[config.mk]
export PLATFORM = sky130hd
export DESIGN_NAME = instruction_fetch
export DESIGN_NICKNAME = d
export VERILOG_FILES = /design/src/rtl/instruction_fetch_pkg.sv /design/src/rtl/instruction_fetch_id_reg.sv /design/src/rtl/instruction_fetch.sv
export SDC_FILE = /design/constraint.sdc
export NUM_CORES = 1
export LEC_CHECK = 0
export CAP_MARGIN = 20
export CORE_MARGIN = 10
export CORE_UTILIZATION = 43
export DETAILED_ROUTE_END_ITERATION = 8
export GPL_ROUTABILITY_DRIVEN = 1
export PLACE_DENSITY_LB_ADDON = 0.3
export SKIP_LAST_GASP = 1
export SLEW_MARGIN = 30
export SYNTH_ARGS = -nofsm -noshare
export SYNTH_HDL_FRONTEND = slang
export SYNTH_SLANG_ARGS = --single-unit
[constraint.sdc]
create_clock -name clk -period 1.8 [get_ports clk]
set_input_delay 0.18 -clock clk [delete_from_list [all_inputs] [get_ports clk]]
set_output_delay 0.18 -clock clk [all_outputs]
set_load 0.1 [all_outputs]
[src/rtl/instruction_fetch_pkg.sv]
// Shared constants and types for the fetch stage.
// Holds reset PC, PC step, bubble word and fetch state encoding.
package instruction_fetch_pkg;

  localparam logic [31:0] RESET_PC_DEF = 32'h0000_3000;
  localparam logic [31:0] PC_STEP_DEF  = 32'd4;
  localparam logic [31:0] BUBBLE_INSTR = 32'h0000_0000;

  typedef enum logic [1:0] {
    RUN    = 2'd0,
    HALTED = 2'd1,
    FAULT  = 2'd2
  } fetch_state_t;

  function automatic logic misaligned(input logic [31:0] a);
    return a[1:0] != 2'b00;
  endfunction

  function automatic logic [31:0] word_align(input logic [31:0] a);
    return a & ~32'h3;
  endfunction

endpackage

[src/rtl/instruction_fetch_id_reg.sv]
// IF/ID pipeline register: instrD, pcD, bubbleD with hold/load/insert.
// Ports: clk, reset (async low), load, insert, instrIn, pcIn -> instrD, pcD, bubbleD.
module if_id_reg
  import instruction_fetch_pkg::*;
(
  input  logic        clk,
  input  logic        reset,
  input  logic        load,
  input  logic        insert,
  input  logic [31:0] instrIn,
  input  logic [31:0] pcIn,
  output logic [31:0] instrD,
  output logic [31:0] pcD,
  output logic        bubbleD
);

  always_ff @(posedge clk or negedge reset) begin
    if (!reset) begin
      instrD  <= BUBBLE_INSTR;
      pcD     <= 32'h0;
      bubbleD <= 1'b1;
    end else if (insert) begin
      instrD  <= BUBBLE_INSTR;
      pcD     <= pcIn;
      bubbleD <= 1'b1;
    end else if (load) begin
      instrD  <= instrIn;
      pcD     <= pcIn;
      bubbleD <= 1'b0;
    end
  end

endmodule

[src/rtl/instruction_fetch.sv]
// Fetch stage + IF/ID register: PC, delay-slot redirect, stall, halt.
// Ports: imem req/addr/data/ready, stallD, redirect(+Target), halt ->
// instrD, pcD, bubbleD, fetchFault. Option: INSTRUCTION_FETCH_ALIGN_CHECK_EN.
module instruction_fetch
  import instruction_fetch_pkg::*;
#(
  parameter logic [31:0] RESET_PC = RESET_PC_DEF,
  parameter logic [31:0] PC_STEP  = PC_STEP_DEF
) (
  input  logic        clk,
  input  logic        reset,
  output logic [31:0] imemAddr,
  output logic        imemReq,
  input  logic [31:0] imemData,
  input  logic        imemReady,
  input  logic        stallD,
  input  logic        redirect,
  input  logic [31:0] redirectTarget,
  input  logic        halt,
  output logic [31:0] instrD,
  output logic [31:0] pcD,
  output logic        bubbleD,
  output logic        fetchFault
);

  fetch_state_t state, stateNext;
  logic [31:0]  pcF, pcNext;
  logic         pendingValid;
  logic [31:0]  pendingTarget;
  logic         run, accept, useTarget;
  logic [31:0]  target;
  logic         idLoad, idInsert;
  logic [31:0]  idPc;

  assign run       = (state == RUN);
  assign accept    = run && imemReady && !stallD;
  // A pending target always outranks a fresh redirect.
  assign useTarget = pendingValid || redirect;
  assign target    = pendingValid ? pendingTarget : redirectTarget;

`ifdef INSTRUCTION_FETCH_ALIGN_CHECK_EN
  logic        badTarget;
  logic        faultQ;
  logic [31:0] faultPC;

  assign badTarget = accept && !halt && useTarget && misaligned(target);

  always_ff @(posedge clk or negedge reset) begin
    if (!reset) begin
      faultQ  <= 1'b0;
      faultPC <= 32'h0;
    end else if (badTarget) begin
      faultQ  <= 1'b1;
      faultPC <= target;
    end
  end

  assign fetchFault = faultQ;
`else
  assign fetchFault = 1'b0;
`endif

  always_ff @(posedge clk or negedge reset) begin
    if (!reset) state <= RUN;
    else        state <= stateNext;
  end

  always_comb begin
    stateNext = state;
    case (state)
      RUN: begin
        if (halt) stateNext = HALTED;
`ifdef INSTRUCTION_FETCH_ALIGN_CHECK_EN
        else if (badTarget) stateNext = FAULT;
`endif
      end
      HALTED:  stateNext = HALTED;
      FAULT:   stateNext = FAULT;
      default: stateNext = RUN;
    endcase
  end

  always_comb begin
    imemReq = 1'b0;
    if (state == RUN) imemReq = 1'b1;
  end

  assign imemAddr = pcF;

  always_comb begin
    pcNext = pcF;
    if (accept && !halt) begin
      if (useTarget) begin
`ifdef INSTRUCTION_FETCH_ALIGN_CHECK_EN
        if (!misaligned(target)) pcNext = target;
`else
        pcNext = word_align(target);
`endif
      end else begin
        pcNext = pcF + PC_STEP;
      end
    end
  end

  always_ff @(posedge clk or negedge reset) begin
    if (!reset) begin
      pcF           <= RESET_PC;
      pendingValid  <= 1'b0;
      pendingTarget <= 32'h0;
    end else begin
      pcF <= pcNext;
      if (halt) begin
        pendingValid <= 1'b0;
      end else if (accept) begin
        pendingValid <= 1'b0;
      end else if (run && !stallD && redirect && !pendingValid) begin
        // Memory wait: the delay slot is still owed, park the target.
        pendingValid  <= 1'b1;
        pendingTarget <= redirectTarget;
      end
    end
  end

  // Halt and post-fault bubbles keep pcD; wait-state bubbles carry pcF.
  always_comb begin
    idLoad   = accept && !halt;
    idInsert = 1'b0;
    idPc     = pcF;
    if (halt) begin
      idInsert = 1'b1;
      idPc     = pcD;
    end else if (state == FAULT) begin
      idInsert = !stallD;
      idPc     = pcD;
    end else if (run && !stallD && !imemReady) begin
      idInsert = 1'b1;
    end
  end

  if_id_reg u_if_id (
    .clk     (clk),
    .reset   (reset),
    .load    (idLoad),
    .insert  (idInsert),
    .instrIn (imemData),
    .pcIn    (idPc),
    .instrD  (instrD),
    .pcD     (pcD),
    .bubbleD (bubbleD)
  );

  a_no_redirect_while_pending : assert property (
    @(posedge clk) disable iff (!reset)
    !(run && !stallD && redirect && pendingValid)
  );

endmodule

==> key figures <==
Final layout
  • Share of layout cells above drive strength 1: 45.2%
  • Most common cell after layout, fill and taps aside: buf_4
  • N_diodes: 0
  • Final nets: roughly 830
  • Fin cells: 944
  • Synth-to-Final Area Change: 58.0%
  • Layout fillers: 982
  • Most frequent cells in the layout: buf_4 (153), dfrtp_1 (98), clkdlybuf4s50_1 (66)
  • Sequential cell area: 3230 um2
  • Final core occ: between 60% and 70%
  • Multi-input logic area: ~2800 um2

Synth
  • Yosys top cell by area: dfrtp_1
  • Synth Area in Compound Gates: 16.9%
  • Post-Syn Area: 5930 um2
  • Synth async-reset ratio: 100%
  • Avg Cell Area, Syn: about 11 um2
  • Synthesis Warnings: 0
  • Top cell type's share of synthesized area: 51.9%
  • Xor/xnor share of the synthesized area: 0%
  • Simple-gate share of the synthesized area: 12.0%
  • Sequential-to-total area share from yosys stat: 53.2%
  • Dominant synthesized flop cell: dfrtp_1
  • Main combinational cell family by area after synthesis: compound AO/OA/AOI/OAI gates
  • Gate Count Post-Synth: 521
  • Seq cells post-synth: 126
  • Adder-cell area share of the yosys netlist: 0.211%
  • Multiplexer share of the synthesized area: between 10% and 20%
  • Post-synth EDFFs: 0
  • Yosys cell types: 52
  • Largest cells by area after synthesis: dfrtp_1 (52%), mux2_2 (11%), a22o_1 (6.9%)

STA
  • Fin worst setup slack: -0.0538 ns
  • Max Clock Freq: 539 MHz
  • Final Cycle Share: 103%
  • RSZ-0062 raised after global routing: true
  • Final min period: about 1.9 ns
  • Endpoints failing setup: 2
  • Slew @ Worst Pin: 0.699 ns
  • Max-slew violation count: 0
  • Max-Slew Margin vs Limit: 53.3%
  • Worst Skew: 0.00853 ns
  • Final hold vios: 0

Critical path
  • CP Class: reg2reg
  • Reg2Reg Depth: 5
  • Reg2reg start: state[0]
  • Critical Path RT: 2.16 ns
  • Slowest CP cell: or4b_4
  • Cell Chain, Critical Path: or3_4, buf_4, nor4_2, or4b_4, nand3_2
  • Setup slack, reg-to-reg: -0.05 ns
  • Critical Path Start Type: flip-flop
  • CP max stage delay: ~0.53 ns
  • Worst setup EP type: flip-flop
  • Critical path arrival: about 2.2 ns
  • CP Max Fanout: 4
  • FF-to-FF End: imemAddr[18]

Flow run
  • MaxCap Viol Count: 0

Place
  • DP Wirelength: 14000 um
  • Place WS: -0.591 ns
  • I/O Buffers: around 160
  • Routability Congestion: 0.865
  • Dpl cells: 894

Floorplan
  • Die height: 137 um
  • Number of I/O pins: approximately 170
  • Die width: approximately 140 um
  • Cell Rows: between 40 and 50
  • Starting density of the core: 44.3%
  • Area of the core: 13400 um2
  • Die Area: 18900 um2

Global route
  • Antenna violations before repair: 0
  • Number of global-route vias before repair: between 5000 and 6000
  • GRT Util Overall: 20.5%
  • GRT overflow: 0
  • Largest net degree at the start of global routing: 45
  • First-pass GRT wire length: 30400 um

Clock tree
  • Root Buffer: clkbuf_16
  • Worst-case clock buffer depth: 2
  • CTS Sinks: ~130
  • Register clock-pin slew on the reported worst setup and hold paths: 0.06 ns
  • Num CTS Buffers: 17
  • Skew-Pair Late Insertion Delay: around 0.42 ns
  • Depth of the CTS H-tree: 4
  • TritonCTS clock tree: yes

Pwr
  • Maximum VDD drop: roughly 540 uV
  • Total power: 7150 uW
  • Pleak: 0.00429 uW
  • Power per cell area: 763 nW/um2

Routing
  • 1st-iter DRT viols: 430
  • Final antenna-violating net count: 0
  • Routed wire length: 19500 um
  • Via count: 5401
  • DR WL/cell: roughly 21 um
  • Post-route DRC: 0
  • Post-DR vias/cell: 5.72
  • First-pass DRT Iterations: 5

Status
  • Failing checks: negative setup slack
  • Status: finished, violations left

Worst hold path
  • Hold/Removal Path Class: in2async
cell families after synthesis:
kind of cell	after synthesis
AOI/OAI and AO/OA	133
other	1
buffers and inverters	56
and+or+nand+nor	132
muxes	72
adders and majority gates	1
DFF	126
state kept, by name (all words and copies together), names as in the netlist:
signal and count:
u_if_id.bubbleD 1, u_if_id.instrD 32, pendingTarget 30, u_if_id.pcD 30, imemAddr 30, pendingValid 1
state 2
metal layers:
layer | vias up | share of wire, % | global-route usage, % | wire length [um]
met3 | 33 | 8.9 | 7.61 | 1730
met2 | 226 | 48 | 32.6 | 9360
met1 | 2704 | 41 | 25.2 | 8070
li1 | 2438 | - | - | -
met4 | 0 | 1.9 | 6.62 | 380
met5 | - | 0 | 0 | 0
worst max path at each step:
stage                        end    startpoint  cells after the start  slack [ns]
detailed placement  imemAddr[23]          halt                      5       -0.59
CTS                 imemAddr[21]  imemAddr[12]                      5       -0.01
finish              imemAddr[18]      state[0]                      5       -0.05
floorplan           imemAddr[26]   imemAddr[8]                      4       -0.30
global placement    imemAddr[31]          halt                      5       -0.46
global route        imemAddr[18]      state[0]                      5       -0.07
worst max-delay path, delay by kind of cell (launching register included):
family	cells	cell delay, ns
flops	1	0.37
buf+inv	1	0.15
simple gates	4	1.27
per-stage QoR:
stage | hold WS (ns) | setup TNS (ns) | cell area (um2)
after floorplan | -0.116 | -1.42 | 6160
after global placement | 0.133 | -32.54 | 8450
after detailed placement | 0.138 | -37.33 | 8450
after CTS | 0.278 | -0.0141 | 9160
after global routing | 0.325 | -1.11 | 9370
final | 0.270 | -0.0559 | 9370
report_power, final:
group | total, uW | switching, uW | internal [uW]
Clock | 3260 | 1290 | 1960
Combinational | 933 | 572 | 361
Sequential | 2960 | 51.8 | 2910
Total | 7150 | 1920 | 5230
cells in the mapped netlist (3+ instances only):
library cell	number
nand2b_1	3
or4_1	4
dfstp_2	3
dfrtp_1	123
nor2_1	25
o211ai_1	11
a31oi_1	5
mux2i_1	12
buf_2	11
nor4_1	12
a41oi_1	4
o21ai_0	17
nor3_1	6
o2bb2ai_1	3
clkbuf_1	27
mux2_2	60
inv_1	10
a222oi_1	3
nand4_1	12
and4_1	5
a21oi_1	18
nand3_1	18
nand2_1	26
o311ai_0	8
and3_1	3
buf_4	6
a22o_1	47
or3_1	7
area by class of cell:
type,instances,area share (%)
clock inverter,13,1.25
timing repair buffer,257,26.9
inverter,10,0.400
clock buffer,19,4.83
tap,176,2.35
multi-input combinational,343,29.8
sequential,126,34.5
what timing repair did:
| item | in CTS | in global routing |
|---|---|---|
| pin swaps | 12 | 3 |
| hold buffers | 1 | 0 |
| buffers inserted | 10 | 6 |
| resized for setup | 15 | 33 |
| hold endpoints to repair | 38 | 0 |
| endpoints found under the setup margin | 81 | 50 |
| cloned | 0 | 1 |
No activity file was read; power rests on OpenSTA's default activity.
